$ cat config.mk
export PLATFORM = sky130hd
export DESIGN_NAME = uart_rx_param
export DESIGN_NICKNAME = d
export VERILOG_FILES = /design/src/rtl/uart_pkg.sv /design/src/rtl/uart_rx_sampler.sv /design/src/rtl/uart_rx_param.sv
export SDC_FILE = /design/constraint.sdc
export NUM_CORES = 1
export LEC_CHECK = 0
export CAP_MARGIN = 20
export CORE_UTILIZATION = 53
export DETAILED_ROUTE_END_ITERATION = 12
export PLACE_DENSITY = 0.75
export SLEW_MARGIN = 0
export SYNTH_ARGS = -nofsm -noshare
export SYNTH_HDL_FRONTEND = slang
export SYNTH_SLANG_ARGS = --single-unit
$ cat constraint.sdc
create_clock -name x16_BAUD -period 1.7 [get_ports x16_BAUD]
set_input_delay 0.255 -clock x16_BAUD [delete_from_list [all_inputs] [get_ports x16_BAUD]]
set_output_delay 0.255 -clock x16_BAUD [all_outputs]
set_load 0.005 [all_outputs]
$ cat src/rtl/uart_pkg.sv
// Shared types and helpers for the parametrised UART receiver.
package uart_pkg;

    typedef enum logic [2:0] {
        ARM    = 3'd0,
        IDLE   = 3'd1,
        START  = 3'd2,
        DATA   = 3'd3,
        PARITY = 3'd4,
        STOP   = 3'd5
    } state_e;

    localparam logic [1:0] PAR_NONE = 2'd0;
    localparam logic [1:0] PAR_ODD  = 2'd1;
    localparam logic [1:0] PAR_EVEN = 2'd2;

    localparam int MAX_DATA_BITS = 9;

    // Expected parity bit over the low 'width' bits of data.
    function automatic logic parity_bit(input logic [MAX_DATA_BITS-1:0] data,
                                        input int width,
                                        input logic [1:0] mode);
        logic x;
        x = 1'b0;
        for (int i = 0; i < MAX_DATA_BITS; i++) begin
            if (i < width) begin
                x = x ^ data[i];
            end
        end
        return (mode == PAR_ODD) ? ~x : x;
    endfunction

endpackage

$ cat src/rtl/uart_rx_sampler.sv
// Line synchronizer and per-bit sampling for uart_rx_param.
// Define UART_RX_MAJORITY_VOTE_EN for 2-of-3 voting over s=7,8,9.
module uart_rx_sampler
    import uart_pkg::*;
(
    input  logic       clk_i,
    input  logic       rst_i,
    input  logic       rx_i,
    input  logic [3:0] s_i,
    output logic       rxs_o,
    output logic       bit_val_o
);

    logic sync1_q;
    logic sync2_q;
    logic s8_q;

`ifdef UART_RX_MAJORITY_VOTE_EN
    logic s7_q;

    always_ff @(posedge clk_i or posedge rst_i) begin
        if (rst_i) begin
            s7_q <= 1'b1;
        end else if (s_i == 4'd7) begin
            s7_q <= sync2_q;
        end
    end

    // The s=9 sample is the live synchronized value, so the vote resolves in the s=9 cycle.
    assign bit_val_o = (s7_q & s8_q) | (s7_q & sync2_q) | (s8_q & sync2_q);
`else
    assign bit_val_o = s8_q;
`endif

    always_ff @(posedge clk_i or posedge rst_i) begin
        if (rst_i) begin
            sync1_q <= 1'b1;
            sync2_q <= 1'b1;
            s8_q    <= 1'b1;
        end else begin
            sync1_q <= rx_i;
            sync2_q <= sync1_q;
            if (s_i == 4'd8) begin
                s8_q <= sync2_q;
            end
        end
    end

    assign rxs_o = sync2_q;

endmodule

$ cat src/rtl/uart_rx_param.sv
// Parametrised UART receiver (5..9 data bits, none/odd/even parity, 1/2 stop bits), 16x clocked.
// Build option UART_RX_MAJORITY_VOTE_EN selects majority-vote bit decisions in uart_rx_sampler.
module uart_rx_param
    import uart_pkg::*;
#(
    parameter int P_DATA_BITS = 8,
    parameter int P_PARITY    = 0,
    parameter int P_STOP_BITS = 1,
    parameter int P_IDLE_TH   = 160
) (
    input  logic                   x16_BAUD,
    input  logic                   reset,
    input  logic                   serial_in,
    output logic [P_DATA_BITS-1:0] Do,
    output logic                   valid,
    output logic                   error,
    output logic                   parity_err,
    output logic                   frame_err,
    output logic                   break_det,
    output logic                   busy
);

    if (P_DATA_BITS < 5 || P_DATA_BITS > MAX_DATA_BITS) begin : g_bad_data_bits
        $error("uart_rx_param: P_DATA_BITS must be 5..9");
    end
    if (P_PARITY < 0 || P_PARITY > 2) begin : g_bad_parity
        $error("uart_rx_param: P_PARITY must be 0, 1 or 2");
    end
    if (P_STOP_BITS < 1 || P_STOP_BITS > 2) begin : g_bad_stop_bits
        $error("uart_rx_param: P_STOP_BITS must be 1 or 2");
    end
    if (P_IDLE_TH < 16 || P_IDLE_TH > 4095) begin : g_bad_idle_th
        $error("uart_rx_param: P_IDLE_TH must be 16..4095");
    end

    logic                   rxs;
    logic                   bit_val;
    state_e                 state_q;
    logic [3:0]             s_q;
    logic [3:0]             b_q;
    logic [11:0]            arm_cnt_q;
    logic [P_DATA_BITS-1:0] shift_q;
    logic                   par_err_q;
    logic                   ferr_q;
    logic                   zero_q;

    logic dec;
    logic exp_par;
    logic stop_ferr;
    logic stop_zero;

    uart_rx_sampler u_sampler (
        .clk_i     (x16_BAUD),
        .rst_i     (reset),
        .rx_i      (serial_in),
        .s_i       (s_q),
        .rxs_o     (rxs),
        .bit_val_o (bit_val)
    );

    assign dec       = (s_q == 4'd9);
    assign exp_par   = parity_bit(9'(shift_q), P_DATA_BITS, 2'(P_PARITY));
    assign stop_ferr = ferr_q | ~bit_val;
    assign stop_zero = zero_q & ~bit_val;

    // Data shift register carries no reset; it is only consumed after a full frame.
    always_ff @(posedge x16_BAUD) begin
        if (state_q == DATA && dec) begin
            shift_q <= {bit_val, shift_q[P_DATA_BITS-1:1]};
        end
    end

    always_ff @(posedge x16_BAUD or posedge reset) begin
        if (reset) begin
            state_q    <= ARM;
            s_q        <= 4'd0;
            b_q        <= 4'd0;
            arm_cnt_q  <= 12'd0;
            par_err_q  <= 1'b0;
            ferr_q     <= 1'b0;
            zero_q     <= 1'b0;
            Do         <= '0;
            valid      <= 1'b0;
            error      <= 1'b0;
            parity_err <= 1'b0;
            frame_err  <= 1'b0;
            break_det  <= 1'b0;
            busy       <= 1'b0;
        end else begin
            valid <= 1'b0;
            case (state_q)
                ARM: begin
                    s_q <= 4'd0;
                    if (!rxs) begin
                        arm_cnt_q <= 12'd0;
                    end else if (arm_cnt_q == 12'(P_IDLE_TH - 1)) begin
                        arm_cnt_q <= 12'd0;
                        state_q   <= IDLE;
                    end else begin
                        arm_cnt_q <= arm_cnt_q + 12'd1;
                    end
                end
                IDLE: begin
                    // The cycle that first sees the low line counts as s=0 of the start bit.
                    if (!rxs) begin
                        state_q <= START;
                        s_q     <= 4'd1;
                        busy    <= 1'b1;
                    end else begin
                        s_q <= 4'd0;
                    end
                end
                START: begin
                    s_q <= s_q + 4'd1;
                    if (dec) begin
                        if (bit_val) begin
                            state_q <= IDLE;
                            s_q     <= 4'd0;
                            busy    <= 1'b0;
                        end else begin
                            state_q   <= DATA;
                            b_q       <= 4'd0;
                            zero_q    <= 1'b1;
                            par_err_q <= 1'b0;
                            ferr_q    <= 1'b0;
                        end
                    end
                end
                DATA: begin
                    s_q <= s_q + 4'd1;
                    if (dec) begin
                        zero_q <= zero_q & ~bit_val;
                        if (b_q == 4'(P_DATA_BITS - 1)) begin
                            b_q     <= 4'd0;
                            state_q <= (P_PARITY != 0) ? PARITY : STOP;
                        end else begin
                            b_q <= b_q + 4'd1;
                        end
                    end
                end
                PARITY: begin
                    s_q <= s_q + 4'd1;
                    if (dec) begin
                        par_err_q <= (bit_val != exp_par);
                        zero_q    <= zero_q & ~bit_val;
                        state_q   <= STOP;
                    end
                end
                STOP: begin
                    s_q <= s_q + 4'd1;
                    if (dec) begin
                        if (b_q == 4'(P_STOP_BITS - 1)) begin
                            valid      <= 1'b1;
                            Do         <= stop_zero ? '0 : shift_q;
                            parity_err <= par_err_q;
                            frame_err  <= stop_ferr;
                            break_det  <= stop_ferr & stop_zero;
                            error      <= par_err_q | stop_ferr;
                            busy       <= 1'b0;
                            s_q        <= 4'd0;
                            b_q        <= 4'd0;
                            arm_cnt_q  <= 12'd0;
                            // A clean frame resynchronizes at once; a bad one must see idle again.
                            state_q    <= stop_ferr ? ARM : IDLE;
                        end else begin
                            b_q    <= b_q + 4'd1;
                            ferr_q <= stop_ferr;
                            zero_q <= stop_zero;
                        end
                    end
                end
                default: begin
                    state_q <= ARM;
                    s_q     <= 4'd0;
                end
            endcase
        end
    end

endmodule

# After elaboration in Yosys (flattened, before gate mapping)
# Index checks and enable logic that the tools add are counted.
# totals
word_cells,127
input_bits,3
out_inout_bits,14
regBits,51
# op_classes
addsub,3
muxes,53
n_eq_ne,23
bitwise,12
n_reduce_logical,18
# op_table
operator,count
$mux W12,4
$mux W4,10
$mux W3,9
$pmux W12 S2,1
$mux W1,20
$ne A2 B2 Y1 const B,9
$pmux W3 S6,1
$pmux W4 S4,1
$add A12 B1 Y12 const B,1
$eq A12 B8 Y1 const B,1
$pmux W4 S3,1
$reduce_and A6 Y1,2
$reduce_and A5 Y1,2
$reduce_and A9 Y1,1
$reduce_bool A3 Y1,3
$add A4 B1 Y4 const B,2
$eq A4 B4 Y1 const B,2
$mux W8,1
$ne A2 B1 Y1 const B,4
$xor A1 B1 Y1,7
$eq A3 B2 Y1 const B,2
$eq A3 B3 Y1 const B,2
$pmux W1 S3,2
$reduce_and A3 Y1,2
other kinds (14),19

# Logic depth before layout (Yosys ltp)
# depth
word_depth,10
depth_mapped,9
depth_no_buf,7

# Cells and area by module
# From an unflattened synthesis, not the netlist that was laid out.
# unflattened
cells_unflattened,266
hier_area_um2,2680.1
# modules_own_cells
module,area_per_inst_um2,seq_area_each_um2,cells_per_inst,n_inst
uart_rx_param,2571.2,1241.2,260,1
uart_rx_sampler,108.9,78.8,6,1

# Least setup slack after synthesis
# No wires, ideal clock.
# synth_timing
kind,flip-flop to flip-flop
from,register arm_cnt_q[0]
to,register arm_cnt_q[10]
setup_ns,0.076
required_ns,1.624
path_stages_with_launch,7
n_path_buf,1
arrival_time_ns,1.626
setup_slack_ns,-0.003
synth_period_minus_slack_ns,1.703
cell_sequence,dfrtp_1 ha_1 and4_4 buf_6 and4b_4 or4_1 o21ai_1
# synth_between
elab_chain_cells,4
elab_cells_between_ends,5
cone_classes,1 x add/sub; 1 x eq/ne; 3 x mux
# synth_rtl
element,line,text
start: declaration,uart_rx_param.sv:41,logic [11:0] arm_cnt_q;
start signal: assignment,uart_rx_param.sv:100,arm_cnt_q <= arm_cnt_q + 12'd1;
$add A12 B1 Y12 or $eq A12 B8 Y1 (tied branches),"uart_rx_param.sv:100, uart_rx_param.sv:96",
$mux W12 (*),uart_rx_param.sv:96,end else if (arm_cnt_q == 12'(P_IDLE_TH - 1)) begin
$mux W12 (*),uart_rx_param.sv:94,if (!rxs) begin
$pmux W12 S2 (*),uart_rx_param.sv:91,case (state_q)
# Every way passes the cells marked *; elsewhere a longest branch is shown, timed or not.
# A chain may end at the register's enable or synchronous reset.

# Final worst setup path
# layout_timing
from,register b_q[0]
to,register b_q[2]
# layout_between
elab_chain_cells,4
elab_cells_between_ends,8
cone_classes,1 x add/sub; 1 x eq/ne; 5 x mux; 1 x reduce/logical
# layout_rtl
element,line,text
start: declaration,uart_rx_param.sv:40,logic [3:0] b_q;
start signal: assignment,uart_rx_param.sv:137,b_q <= b_q + 4'd1;
start signal: assignment,uart_rx_param.sv:166,b_q <= b_q + 4'd1;
"$add A4 B1 Y4, or another cell as far along","uart_rx_param.sv:137, uart_rx_param.sv:166",
"$mux W4, on equally long branches","uart_rx_param.sv:152, uart_rx_param.sv:133",
"$mux W4, on equally long branches","uart_rx_param.sv:151, uart_rx_param.sv:131",
$pmux W4 S3 (*),uart_rx_param.sv:91,
# Every way passes the cells marked *; elsewhere a longest branch is shown, timed or not. The select of a mux whose other input is x is not followed.

==> run metrics <==
Wirelength per Cell ~17 um; critical path buffer and inverter count 2; ant diodes 0; Post-synth EDFFs 8; critical path launch point type flip-flop; outcome finished clean; Total GRT Usage 0.238; largest stage delay on the critical path around 0.40 ns; detailed-route wire length around 6300 um; CP Data Required Time between 1.5 and 2 ns; Starting Density 0.555; Internal Dissipation around 0.0019 W; Seq/Total Area, Yosys 0.497; clock root buffer clkbuf_8; Setup crit end kind flip-flop; Fin. Hold Viols 0; Register-to-Register Setup Slack roughly 0.0062 ns; Reg area around 1300 um^2; CTS Buf Count 5; Core Util, Final 0.720; minimum clock period 1.69 ns; total grt overflow 0; Comb pwr share 0.030; synthesized instance count approximately 260; YS warnings 0; relative slew slack 0.767; dpl hpwl between 3000 and 4000 um; die height 72.8 um; register share of total power 0.544; critical path's slowest cell dfrtp_1; num rows 25; fraction of registers with async set/reset 0.843; synthesized area about 2700 um^2; largest net degree at the start of global routing 44; RSZ-0062 raised after global routing true; Via Count ~2,200; Core ar. 4790 um^2; post-synth cell types between 60 and 70; Clk Latency, worst-skew pair between 0.3 and 0.4 ns; crit path max fanout 5; die width between 70 and 80 um; first-pass GRT wire length 9660 um; DP Cell Count around 360; Finish-stage setup viols 0; Final Skew around 0.0055 ns; GPL Wtd Cong 0.900; Critical Path AT 1.88 ns; share of layout cells above drive strength 1 0.293; Final ANT Viol Nets 0; Area growth syn-to-layout 29.9%; I/O pin cnt 17; port bufs 16; Die ar. between 5000 and 6000 um^2; Worst path top cell family by delay compound AO/OA/AOI/OAI gates; worst-case clock buffer depth 2; Mapped Nets around 270; CTS tree yes; switching share of power 0.195; leakage power total 1.46 nW; Remaining DRCs 0; drt pass-1 iters 4; Slew Limit Fails 0; pwr dens about 670 nW/um^2; # fillers 350; worst min-delay path class in2async; NetSw 0.000449 W; CP cell instances inv_1, ha_2, nor3b_4, buf_6, o21bai_4, a311oi_2, o22ai_1; Starting DRT DRC Count about 300; MaxCap Viol Count 0; CTS Sinks between 50 and 60; via/cell ratio just under 6; Max IR drop VDD roughly 0.66 mV; critical path class reg2reg; Synth Area per Inst roughly 10 um^2; total negative slack 0 ns; CTS HTree Levels 2; non-filler cells, final about 370; vias in the first global route around 2,000; post-synthesis register bit count between 50 and 60; Highest Clock Rate just under 600 MHz; Clock transition at path regs 0.09 ns; final period utilization 0.996; antenna violations before repair 0; area occupied by multi-input gates ~1400 um^2; clock power share 0.426; Final nets roughly 320; Primary FF master, synth dfrtp_1; Slew @ Worst Pin ~0.35 ns
routing by layer:
layer / global-route usage / up-vias / routed length, um
met1: 0.337 / 1099 / 2810
met4: 0.0828 / 0 / 92
li1: - / 1045 / -
met5: 0 / - / 0
met3: 0.0525 / 11 / 290
met2: 0.361 / 66 / 3070
synth_stat cells, drive strengths merged (4+ instances only):
cell	number	area (um^2)
a211oi	4	30.0
a21oi	6	30.0
and3	4	26.3
buf	10	53.8
clkbuf	5	28.8
dfrtp	40	1000
edfxtp	8	240
ha	6	75.1
inv	13	48.8
nand2	36	135
nand2b	5	31.3
nand3	16	80.1
nand3b	5	37.5
nand4	11	68.8
nor2	11	41.3
nor3	4	25.0
o21ai	14	70.1
o311ai	5	43.8
xnor2	5	43.8
xor2	4	35.0
worst paths after layout:
check                                  start                   to  depth (start not counted)
max                                   b_q[0]               b_q[2]                          7
min                                    reset         arm_cnt_q[7]                          3
max reg2reg                           b_q[0]               b_q[2]                          7
min reg2reg                u_sampler.sync1_q      u_sampler.rxs_o                          0
max in group asynchronous              reset  u_sampler.bit_val_o                          3
min in group x16_BAUD              serial_in    u_sampler.sync1_q                          1
cell families (layout without fill, tap and decap cells):
kind of cell,after synthesis,after routing,share of synthesized area
muxes,2,2,0.00849
xor gates and xnor gates,10,10,0.0382
buffers and inverters,28,71,0.0495
AOI/OAI and AO/OA,55,55,0.143
DFF,51,51,0.497
and+or+nand+nor,112,112,0.235
adders and majority gates,6,6,0.0283
through the flow:
step	setup slack, ns	hold WS (ns)	cell area (um^2)	total power [W]
2_1_floorplan	0.0284	0.259	2660	0.00131
3_3_place_gp	-0.00745	0.347	3070	0.00134
3_5_place_dp	-0.0147	0.347	3070	0.00135
4_1_cts	-0.0128	0.293	3210	0.00232
5_1_grt	-0.103	0.295	3450	0.00239
6_report	0.00621	0.278	3450	0.00231
final cells by class:
class,instances,share of cell area
sequential,51,0.384
tap,67,0.0243
timing repair buffer,50,0.138
clock inverter,3,0.0196
clock buffer,5,0.0200
multi-input combinational,185,0.399
inverter,13,0.0149
power by group through the flow:
stage                     Combinational [W]  Clock (W)  Sequential (W)
after floorplan                   0.0000334          0         0.00128
after global placement            0.0000660          0         0.00128
after detailed placement          0.0000674          0         0.00128
after CTS                         0.0000694   0.000998         0.00125
after global routing              0.0000787    0.00105         0.00126
final                             0.0000699   0.000984         0.00125
cell usage in the layout, fill, tap and decap left out, drive strengths merged, types with 3 or more instances in the layout:
master	Yosys	layout
xor2	4	4
nand3	16	16
clkdlybuf4s50	0	16
nand2b	5	5
ha	6	6
a21o	3	3
nor2	11	11
nor3	4	4
nor4	3	3
and3	4	4
a211oi	4	4
nand2	36	36
buf	10	33
clkbuf	5	6
inv	13	12
nand3b	5	5
o21ai	14	14
nand4	11	11
edfxtp	8	8
a21oi	6	6
o311ai	5	5
dfrtp	40	40
xnor2	5	5
dfstp	3	3
worst register-to-register path, delay by kind of cell (launching register included):
family | cells | cell delay [ns]
flops | 1 | 0.40
compound gates | 3 | 0.44
simple gates | 1 | 0.33
fa+ha+maj | 1 | 0.18
buf+inv | 2 | 0.23
sequential cells by signal, summed over array words and instances (netlist names), 3 cells and up:
name and count:
Do 8, arm_cnt_q 12, b_q 4, s_q 4, shift_q 8, state_q 3
what timing repair did:
action	4_1_cts	5_1_grt
gates cloned	0	1
pin swaps	0	10
resized for setup	4	52
setup buffers	0	4
setup endpoints to repair	10	33
hold buffers	0	0
No activity file was read; power rests on OpenSTA's default activity.
